[config.mk]
export PLATFORM = sky130hd
export DESIGN_NAME = float_conv_seq
export DESIGN_NICKNAME = d
export VERILOG_FILES = /design/src/rtl/float_conv_pkg.sv /design/src/rtl/float_conv_round.sv /design/src/rtl/float_conv_seq.sv
export SDC_FILE = /design/constraint.sdc
export NUM_CORES = 1
export LEC_CHECK = 0
export ABC_AREA = 1
export BUFFER_PORTS_ARGS = -buffer_cell sky130_fd_sc_hd__buf_4
export CAP_MARGIN = 20
export CORE_MARGIN = 8
export CORE_UTILIZATION = 49
export DETAILED_ROUTE_END_ITERATION = 10
export MAX_ROUTING_LAYER = met4
export PLACE_DENSITY = 0.73
export SLEW_MARGIN = 20
export SYNTH_ARGS = -nofsm -noshare
export SYNTH_HDL_FRONTEND = slang
export SYNTH_HIERARCHICAL = 1
export SYNTH_SLANG_ARGS = --single-unit
[constraint.sdc]
create_clock -name clk -period 1.9 [get_ports clk]
set_clock_uncertainty 0.05 [all_clocks]
set_input_delay 0.285 -clock clk [delete_from_list [all_inputs] [get_ports clk]]
set_output_delay 0.285 -clock clk [all_outputs]
set_load 0.01 [all_outputs]
[src/rtl/float_conv_pkg.sv]
// Shared types and width helpers for the float_conv_seq converter.
// The FLOAT_CONV_ROUND_EN macro is consumed by float_conv_round, not here.
package float_conv_pkg;

  typedef enum logic [1:0] {
    IDLE  = 2'd0,
    NORM  = 2'd1,
    ROUND = 2'd2,
    DONE  = 2'd3
  } state_t;

  function automatic int exp_max(input int exp_w);
    return (1 << exp_w) - 1;
  endfunction

  function automatic int sig_max(input int sig_w);
    return (1 << sig_w) - 1;
  endfunction

  // The input must fill exactly the significand plus the full shift range.
  function automatic bit in_w_ok(input int in_w, input int exp_w, input int sig_w);
    return in_w == (sig_w + (1 << exp_w));
  endfunction

endpackage

[src/rtl/float_conv_round.sv]
// Combinational rounding stage: round-half-up with carry renormalisation.
// Macro FLOAT_CONV_ROUND_EN enables rounding; otherwise the round bit is dropped.
module float_conv_round
  import float_conv_pkg::*;
#(
  parameter int EXP_W = 3,
  parameter int SIG_W = 4
) (
  input  logic [SIG_W-1:0] sig_i,
  input  logic             r_i,
  input  logic [EXP_W-1:0] exp_i,
  output logic [SIG_W-1:0] sig_o,
  output logic [EXP_W-1:0] exp_o,
  output logic             sat_o
);

  localparam int EXP_MAX = exp_max(EXP_W);
  localparam int SIG_MAX = sig_max(SIG_W);

`ifdef FLOAT_CONV_ROUND_EN
  logic [SIG_W:0] sum;

  // Increment on the round bit; a carry either bumps the exponent or clamps.
  always_comb begin
    sum   = {1'b0, sig_i} + {{SIG_W{1'b0}}, r_i};
    sig_o = sum[SIG_W-1:0];
    exp_o = exp_i;
    sat_o = 1'b0;
    if (sum[SIG_W]) begin
      if (exp_i < EXP_W'(EXP_MAX)) begin
        sig_o = {1'b1, {(SIG_W-1){1'b0}}};
        exp_o = exp_i + EXP_W'(1);
      end else begin
        sig_o = SIG_W'(SIG_MAX);
        sat_o = 1'b1;
      end
    end else begin
      sig_o = sum[SIG_W-1:0];
    end
  end
`else
  logic unused_r;

  assign unused_r = r_i;
  assign sig_o    = sig_i;
  assign exp_o    = exp_i;
  assign sat_o    = 1'b0;
`endif

endmodule

[src/rtl/float_conv_seq.sv]
// Sequential two's-complement to sig*2^exp converter with valid/ready handshakes.
// Rounding mode selected by macro FLOAT_CONV_ROUND_EN (see float_conv_round).
module float_conv_seq
  import float_conv_pkg::*;
#(
  parameter int EXP_W = 3,
  parameter int SIG_W = 4,
  parameter int IN_W  = SIG_W + (1 << EXP_W)
) (
  input  logic             clk,
  input  logic             rst,
  input  logic [IN_W-1:0]  d,
  input  logic             in_valid,
  output logic             in_ready,
  output logic             sign,
  output logic [EXP_W-1:0] exp,
  output logic [SIG_W-1:0] sig,
  output logic             sat,
  output logic             out_valid,
  input  logic             out_ready
);

  localparam int M_W     = IN_W - 1;
  localparam int EXP_MAX = exp_max(EXP_W);

  if (!in_w_ok(IN_W, EXP_W, SIG_W)) begin : g_bad_in_w
    $error("float_conv_seq: IN_W must equal SIG_W + 2**EXP_W");
  end

  state_t           state_q, state_d;
  logic [M_W-1:0]   m_q, m_d;
  logic [EXP_W-1:0] e_q, e_d;
  logic             sign_q, sign_d;
  logic             ovf_q, ovf_d;
  logic [EXP_W-1:0] exp_q, exp_d;
  logic [SIG_W-1:0] sig_q, sig_d;
  logic             sat_q, sat_d;
  logic             in_ready_q, in_ready_d;
  logic             out_valid_q, out_valid_d;

  logic [IN_W-1:0]  mag;
  logic [SIG_W-1:0] rnd_sig;
  logic [EXP_W-1:0] rnd_exp;
  logic             rnd_sat;

  float_conv_round #(
    .EXP_W (EXP_W),
    .SIG_W (SIG_W)
  ) u_round (
    .sig_i (m_q[M_W-1 -: SIG_W]),
    .r_i   (m_q[M_W-1-SIG_W]),
    .exp_i (e_q),
    .sig_o (rnd_sig),
    .exp_o (rnd_exp),
    .sat_o (rnd_sat)
  );

  // Next-state, normalisation datapath and handshake outputs.
  always_comb begin
    state_d = state_q;
    m_d     = m_q;
    e_d     = e_q;
    sign_d  = sign_q;
    ovf_d   = ovf_q;
    exp_d   = exp_q;
    sig_d   = sig_q;
    sat_d   = sat_q;
    mag     = d[IN_W-1] ? (~d + IN_W'(1)) : d;
    case (state_q)
      IDLE: begin
        if (in_valid) begin
          state_d = NORM;
          sign_d  = d[IN_W-1];
          e_d     = EXP_W'(EXP_MAX);
          // Only the most-negative input overflows the magnitude field.
          if (mag[IN_W-1]) begin
            m_d   = {M_W{1'b1}};
            ovf_d = 1'b1;
          end else begin
            m_d   = mag[M_W-1:0];
            ovf_d = 1'b0;
          end
        end else begin
          state_d = IDLE;
        end
      end
      NORM: begin
        if (!m_q[M_W-1] && (e_q != {EXP_W{1'b0}})) begin
          m_d = {m_q[M_W-2:0], 1'b0};
          e_d = e_q - EXP_W'(1);
        end else begin
          state_d = ROUND;
        end
      end
      ROUND: begin
        sig_d   = rnd_sig;
        exp_d   = rnd_exp;
        sat_d   = ovf_q | rnd_sat;
        state_d = DONE;
      end
      DONE: begin
        if (out_ready) begin
          state_d = IDLE;
        end else begin
          state_d = DONE;
        end
      end
      default: begin
        state_d = IDLE;
      end
    endcase
    in_ready_d  = (state_d == IDLE);
    out_valid_d = (state_d == DONE);
  end

  // State and output registers with synchronous reset.
  always_ff @(posedge clk) begin
    if (rst) begin
      state_q     <= IDLE;
      m_q         <= {M_W{1'b0}};
      e_q         <= {EXP_W{1'b0}};
      sign_q      <= 1'b0;
      ovf_q       <= 1'b0;
      exp_q       <= {EXP_W{1'b0}};
      sig_q       <= {SIG_W{1'b0}};
      sat_q       <= 1'b0;
      in_ready_q  <= 1'b1;
      out_valid_q <= 1'b0;
    end else begin
      state_q     <= state_d;
      m_q         <= m_d;
      e_q         <= e_d;
      sign_q      <= sign_d;
      ovf_q       <= ovf_d;
      exp_q       <= exp_d;
      sig_q       <= sig_d;
      sat_q       <= sat_d;
      in_ready_q  <= in_ready_d;
      out_valid_q <= out_valid_d;
    end
  end

  assign in_ready  = in_ready_q;
  assign out_valid = out_valid_q;
  assign sign      = sign_q;
  assign exp       = exp_q;
  assign sig       = sig_q;
  assign sat       = sat_q;

endmodule

After elaboration in Yosys (flattened, before gate mapping) --
Index checks and enable logic that the tools add are counted.
Operators by class: add/subtract/negate cells 2, multiply operators 0, div/mod/pow operators 0, magnitude comparators 0, eq/ne operators 6, shifts and indexed selects 0, mux-type cells 13, bitwise gates (word level) 1, reduce and logical (&&, ||, !) cells 8
Operator list (count):
- 11-bit two-way mux | 3
- 11-bit one-hot mux with 2 select lines | 1
- 12-bit by 1-bit adder with 12-bit output (second input constant) | 1
- 12-bit two-way mux | 1
- 12-bit NOT | 1
- 2-bit one-hot mux with 4 select lines | 1
- 2-bit == test (second input constant) | 3
- 3-bit two-way mux | 2
- 3-bit one-hot mux with 2 select lines | 1
- 2-bit logical NOT | 2
- 2-bit two-way mux | 2
- 2-bit != test (second input constant) | 2
- 3-bit AND reduction | 1
- 3-bit nonzero test | 1
- 3-bit by 1-bit subtractor with 3-bit output (second input constant) | 1
- 2-bit by 1-bit == test with 1-bit output (second input constant) | 1
- 1-bit two-way mux | 2
- 2-bit AND reduction | 1
- 2-bit nonzero test | 1
- 1-bit logical AND | 1
- 1-bit logical NOT | 1
Storage, ports and cells: flip-flop bits (word level) 28, bits in latches 0, bits in writable memories 0, memory bits (read-only) 0, input bits 16, output and inout bits 11, word-level logic and storage cells 40, memories kept 0

Longest topological paths before layout --
word-level depth 6, mapped depth 11, gate-level depth less buffers 11

Modules after synthesis --
The synthesis kept the hierarchy.
By module, submodules not included:
- float_conv_seq | times used 1, cells each 191, area an instance 1380.1 µm², seq. area each 560.5 µm²
- float_conv_round | times used 1, cells each 9, area an instance 63.8 µm², seq. area each 0.0 µm²

Least setup slack after synthesis --
OpenSTA, ideal clock, no wires.
path type register to register, from reg e_q[0], to reg m_q[8], setup time 0.109 ns, data arrival time 1.498 ns, required time 1.741 ns, setup slack 0.243 ns, cell stages (with the launch flop) 12, path buffers 0, period minus slack after synthesis 1.657 ns, path through dfxtp_1 > inv_1 > ha_1 > ha_1 > nor2_1 > nand2_4 > o21ai_4 > inv_6 > nor2_4 > nand3b_1 > nand2_1 > inv_1
Between the ends: word-level cells in the longest chain between the ends 4
RTL lines:
- from (decl) | line float_conv_seq.sv:32 | logic [EXP_W-1:0] e_q, e_d;
- from (signal assigned) | line float_conv_seq.sv:121 | e_q <= {EXP_W{1'b0}};
- 3-bit nonzero test | line float_conv_seq.sv:88 | if (!m_q[M_W-1] && (e_q != {EXP_W{1'b0}})) begin
- 1-bit logical AND | line float_conv_seq.sv:88
- 2-bit != test (no source line)
- 3-bit AND reduction (no source line)
- to (signal assigned) | line float_conv_seq.sv:120 | m_q <= {M_W{1'b0}};
- to (signal assigned) | line float_conv_seq.sv:131 | m_q <= m_d;
- to (decl) | line float_conv_seq.sv:31 | logic [M_W-1:0] m_q, m_d;
Every way passes these cells. A chain may end at the register's enable or synchronous reset.

Worst setup path in the final report --
from reg e_q[0], to reg m_q[3]
The elaborated chain is that of the path after synthesis.

==> impl_table.tex <==
\begin{tabular}{lr}
\hline
Metric & Value \\
\hline
\multicolumn{2}{l}{\textbf{Worst setup path}} \\
\quad Worst Setup End Kind & flop \\
\quad Worst Path Class, Setup & flop to flop \\
\quad Arrival time at the worst endpoint & 1940 ps \\
\quad Critical path data required time & 2080 ps \\
\quad Worst setup SP type & flop \\
\quad Maximum fanout along the worst path & 10 \\
\multicolumn{2}{l}{\textbf{Yosys}} \\
\quad Ys async rst share & 0\% \\
\quad Net count of the mapped netlist & 219 \\
\quad Prevailing post-synth register cell & sky130\_fd\_sc\_hd\_\_dfxtp\_1 \\
\quad Warnings from Yosys & 6 \\
\quad Count of different cell masters after synthesis & 29 \\
\quad Synthesized flop and latch total & 28 \\
\quad Syn avg cell area & 7.219 um2 \\
\quad Summed instance area of the synthesized netlist & 1444 um2 \\
\quad Portion of the post-synthesis area used by sequential elements & 38.82\% \\
\quad Synth Instances & 200 \\
\quad Number of synthesized flops with an enable pin & 0 \\
\multicolumn{2}{l}{\textbf{Power and ir drop}} \\
\quad Power Dens Cells & 1097 nW/um2 \\
\quad Leak & 0.8039 nW \\
\quad Overall power consumption & 1.854 mW \\
\quad Worst vdd ir & 1.017 mV \\
\multicolumn{2}{l}{\textbf{Min path}} \\
\quad Path type of the worst min-delay path & input port to flop \\
\multicolumn{2}{l}{\textbf{CTS}} \\
\quad Number of levels in the clock H-tree & 1 \\
\quad Worst-path clk slew & 150 ps \\
\quad Deepest clock path buffer count & 2 \\
\quad CTS tree & done \\
\quad Number of buffers inserted for hold repair after clock tree synthesis & 0 \\
\quad CTS buffer count & 3 \\
\quad Sinks on the clock net & 28 \\
\quad Clock root buffer & sky130\_fd\_sc\_hd\_\_clkbuf\_4 \\
\quad Clock insertion delay at the later pin of the skew report & 330 ps \\
\multicolumn{2}{l}{\textbf{STA}} \\
\quad Setup total negative slack & 0 ps \\
\quad Pins Over Slew Limit & 0 \\
\quad Tcrit/Tclk final & 92.55\% \\
\quad Slew of the pin with the lowest slew margin & 534.2 ps \\
\quad Fin. Hold Viols & 0 \\
\quad Final setup vio count & 0 \\
\quad Slew margin rel. & 64.34\% \\
\quad Highest clock rate & 568.7 MHz \\
\quad Setup repair after global routing missed its margin & no \\
\quad Min Clock Period, post-route & 1758 ps \\
\multicolumn{2}{l}{\textbf{Global routing}} \\
\quad Wire length of the first global-routing pass & 5416 um \\
\quad Via count of the first global-routing pass & 1284 \\
\quad Number of antenna violations at the first check in global routing & 0 \\
\quad Largest net degree at the start of global routing & 21 \\
\quad Tot GR Track Use & 13.03\% \\
\quad Total congestion overflow & 0 \\
\multicolumn{2}{l}{\textbf{Floorplanning}} \\
\quad Vertical die dimension & 70.29 um \\
\quad Initial Utilization & 51.91\% \\
\quad Die X & 70.29 um \\
\quad Core region area & 2781 um2 \\
\quad Die area & 4940 um2 \\
\quad Standard-cell rows & 19 \\
\quad Io pins & 27 \\
\multicolumn{2}{l}{\textbf{Layout}} \\
\quad Diode count & 0 \\
\quad Fraction of final layout cells with drive strength greater than 1 & 19.82\% \\
\quad Most common cell after layout, fill and taps aside & sky130\_fd\_sc\_hd\_\_nor2\_1 \\
\quad Area Overhead vs Synth & 17.07\% \\
\quad Leading cell types in the layout, fill and taps excluded & sky130\_fd\_sc\_hd\_\_nor2\_1, sky130\_fd\_sc\_hd\_\_buf\_4, sky130\_fd\_sc\_hd\_\_nand2\_1, sky130\_fd\_sc\_hd\_\_dfxtp\_1, sky130\_fd\_sc\_hd\_\_o21ai\_0 \\
\quad \# nets final & 242 \\
\multicolumn{2}{l}{\textbf{Routing}} \\
\quad Overall via count from detail\_route & 1344 \\
\quad Post-detailed-route wirelength per cell & 12.76 um \\
\quad Number of violations reported at the end of detailed-routing iteration 0 & 75 \\
\quad Final antenna-violating net count & 0 \\
\quad Via-to-Cell Ratio & 5.312 \\
\quad Pre-Repair DR Iteration Count & 4 \\
\quad Post-route DRC violation count & 0 \\
\quad Final wirelength & 3229 um \\
\multicolumn{2}{l}{\textbf{Place}} \\
\quad RePlAce Congestion & 0.8567 \\
\quad Detailed placement HPWL & 2455 um \\
\quad Number of port buffers & 26 \\
\multicolumn{2}{l}{\textbf{Run status}} \\
\quad Outcome & finished clean \\
\multicolumn{2}{l}{\textbf{Run}} \\
\quad \# Max-Cap Violations & 0 \\
\hline
\end{tabular}
-- logic make-up after synthesis --
group | share of synthesized area (%)
and+or+nand+nor | 25.74
AOI/OAI and AO/OA | 18.20
buffers and inverters | 11.96
DFF | 38.82
xor gates and xnor gates | 2.427
adders and majority gates | 2.600
other | 0.2597
-- state kept, by name (all words and copies together), names as in the netlist, 2 cells and up --
register and flops:
sig 4, m_q 11, state_q 2, exp 3, e_q 3
-- routing by layer --
layer,vias up,GRT usage (%),part of all wire (%)
li1,694,-,-
met1,615,14.70,43
met2,35,22.64,52
met3,0,4.096,5.0
met4,0,1.339,0
met5,-,-,0
-- power by group --
group	internal (mW)	total, mW	switching, mW
Sequential	0.720	0.803	0.0829
Clock	0.214	0.388	0.174
Combinational	0.285	0.663	0.377
-- synth_stat cells, types with 2 or more instances --
library cell,number,area share (%)
sky130_fd_sc_hd__nand2_1,28,7.3
sky130_fd_sc_hd__inv_1,18,4.7
sky130_fd_sc_hd__nor2_4,2,1.6
sky130_fd_sc_hd__o221ai_1,5,3.0
sky130_fd_sc_hd__nand3_1,10,3.5
sky130_fd_sc_hd__buf_2,2,0.69
sky130_fd_sc_hd__o21ai_0,19,6.6
sky130_fd_sc_hd__dfxtp_1,28,39
sky130_fd_sc_hd__xor2_1,3,1.8
sky130_fd_sc_hd__clkbuf_1,2,0.52
sky130_fd_sc_hd__a21oi_1,14,4.9
sky130_fd_sc_hd__buf_4,8,4.2
sky130_fd_sc_hd__nor2_1,41,11
sky130_fd_sc_hd__ha_1,3,2.6
sky130_fd_sc_hd__nor3_1,3,1.0
-- what timing repair did --
item,4_1_cts,5_1_grt
endpoints found under the hold margin,0,0
endpoints found under the setup margin,0,9
gates resized for setup,0,1
buffers inserted,0,3
-- critical path, stage by stage, from the launching register on --
cell and delay (ps):
sky130_fd_sc_hd__dfxtp_1 370, sky130_fd_sc_hd__inv_1 70, sky130_fd_sc_hd__ha_1 200, sky130_fd_sc_hd__ha_1 190
sky130_fd_sc_hd__nor2_2 160, sky130_fd_sc_hd__nand2_4 80, sky130_fd_sc_hd__o21ai_4 130, sky130_fd_sc_hd__inv_6 90
sky130_fd_sc_hd__nor3_1 240, sky130_fd_sc_hd__nor2_1 70
-- worst paths after layout --
kind / start / end / slack, ps / depth (start not counted)
min: rst / m_q[10]$_SDFFE_PP0P_ / 100 / 2
min reg2reg: sat$_SDFFE_PP0N_ / sat$_SDFFE_PP0N_ / 430 / 2
max: e_q[0]$_SDFFE_PP0P_ / m_q[3]$_SDFFE_PP0P_ / 140 / 9
max reg2reg: e_q[0]$_SDFFE_PP0P_ / m_q[3]$_SDFFE_PP0P_ / 140 / 9
-- metrics by stage --
step	cells	setup slack, ps	util [%]	hold WS, ps	cell area, um2
global route	253	12.05	60.77	80.51	1690
global placement	246	146.2	57.53	402.0	1600
detailed placement	246	69.20	57.53	411.4	1600
CTS	250	15.22	59.42	89.57	1653
floorplan	200	243.1	-	393.7	1444
finish	253	141.6	60.77	96.15	1690
-- area by class of cell --
class / instances / area [um2]
inverters: 20 / 80.08
multi-input cells: 139 / 713.2
well taps: 31 / 38.79
fillers: 253 / 1091
flip-flops and latches: 28 / 560.5
clock buffers: 3 / 22.52
repair buffers: 31 / 245.2
clock inverters: 1 / 30.03
(Power assumes the default switching activity.)
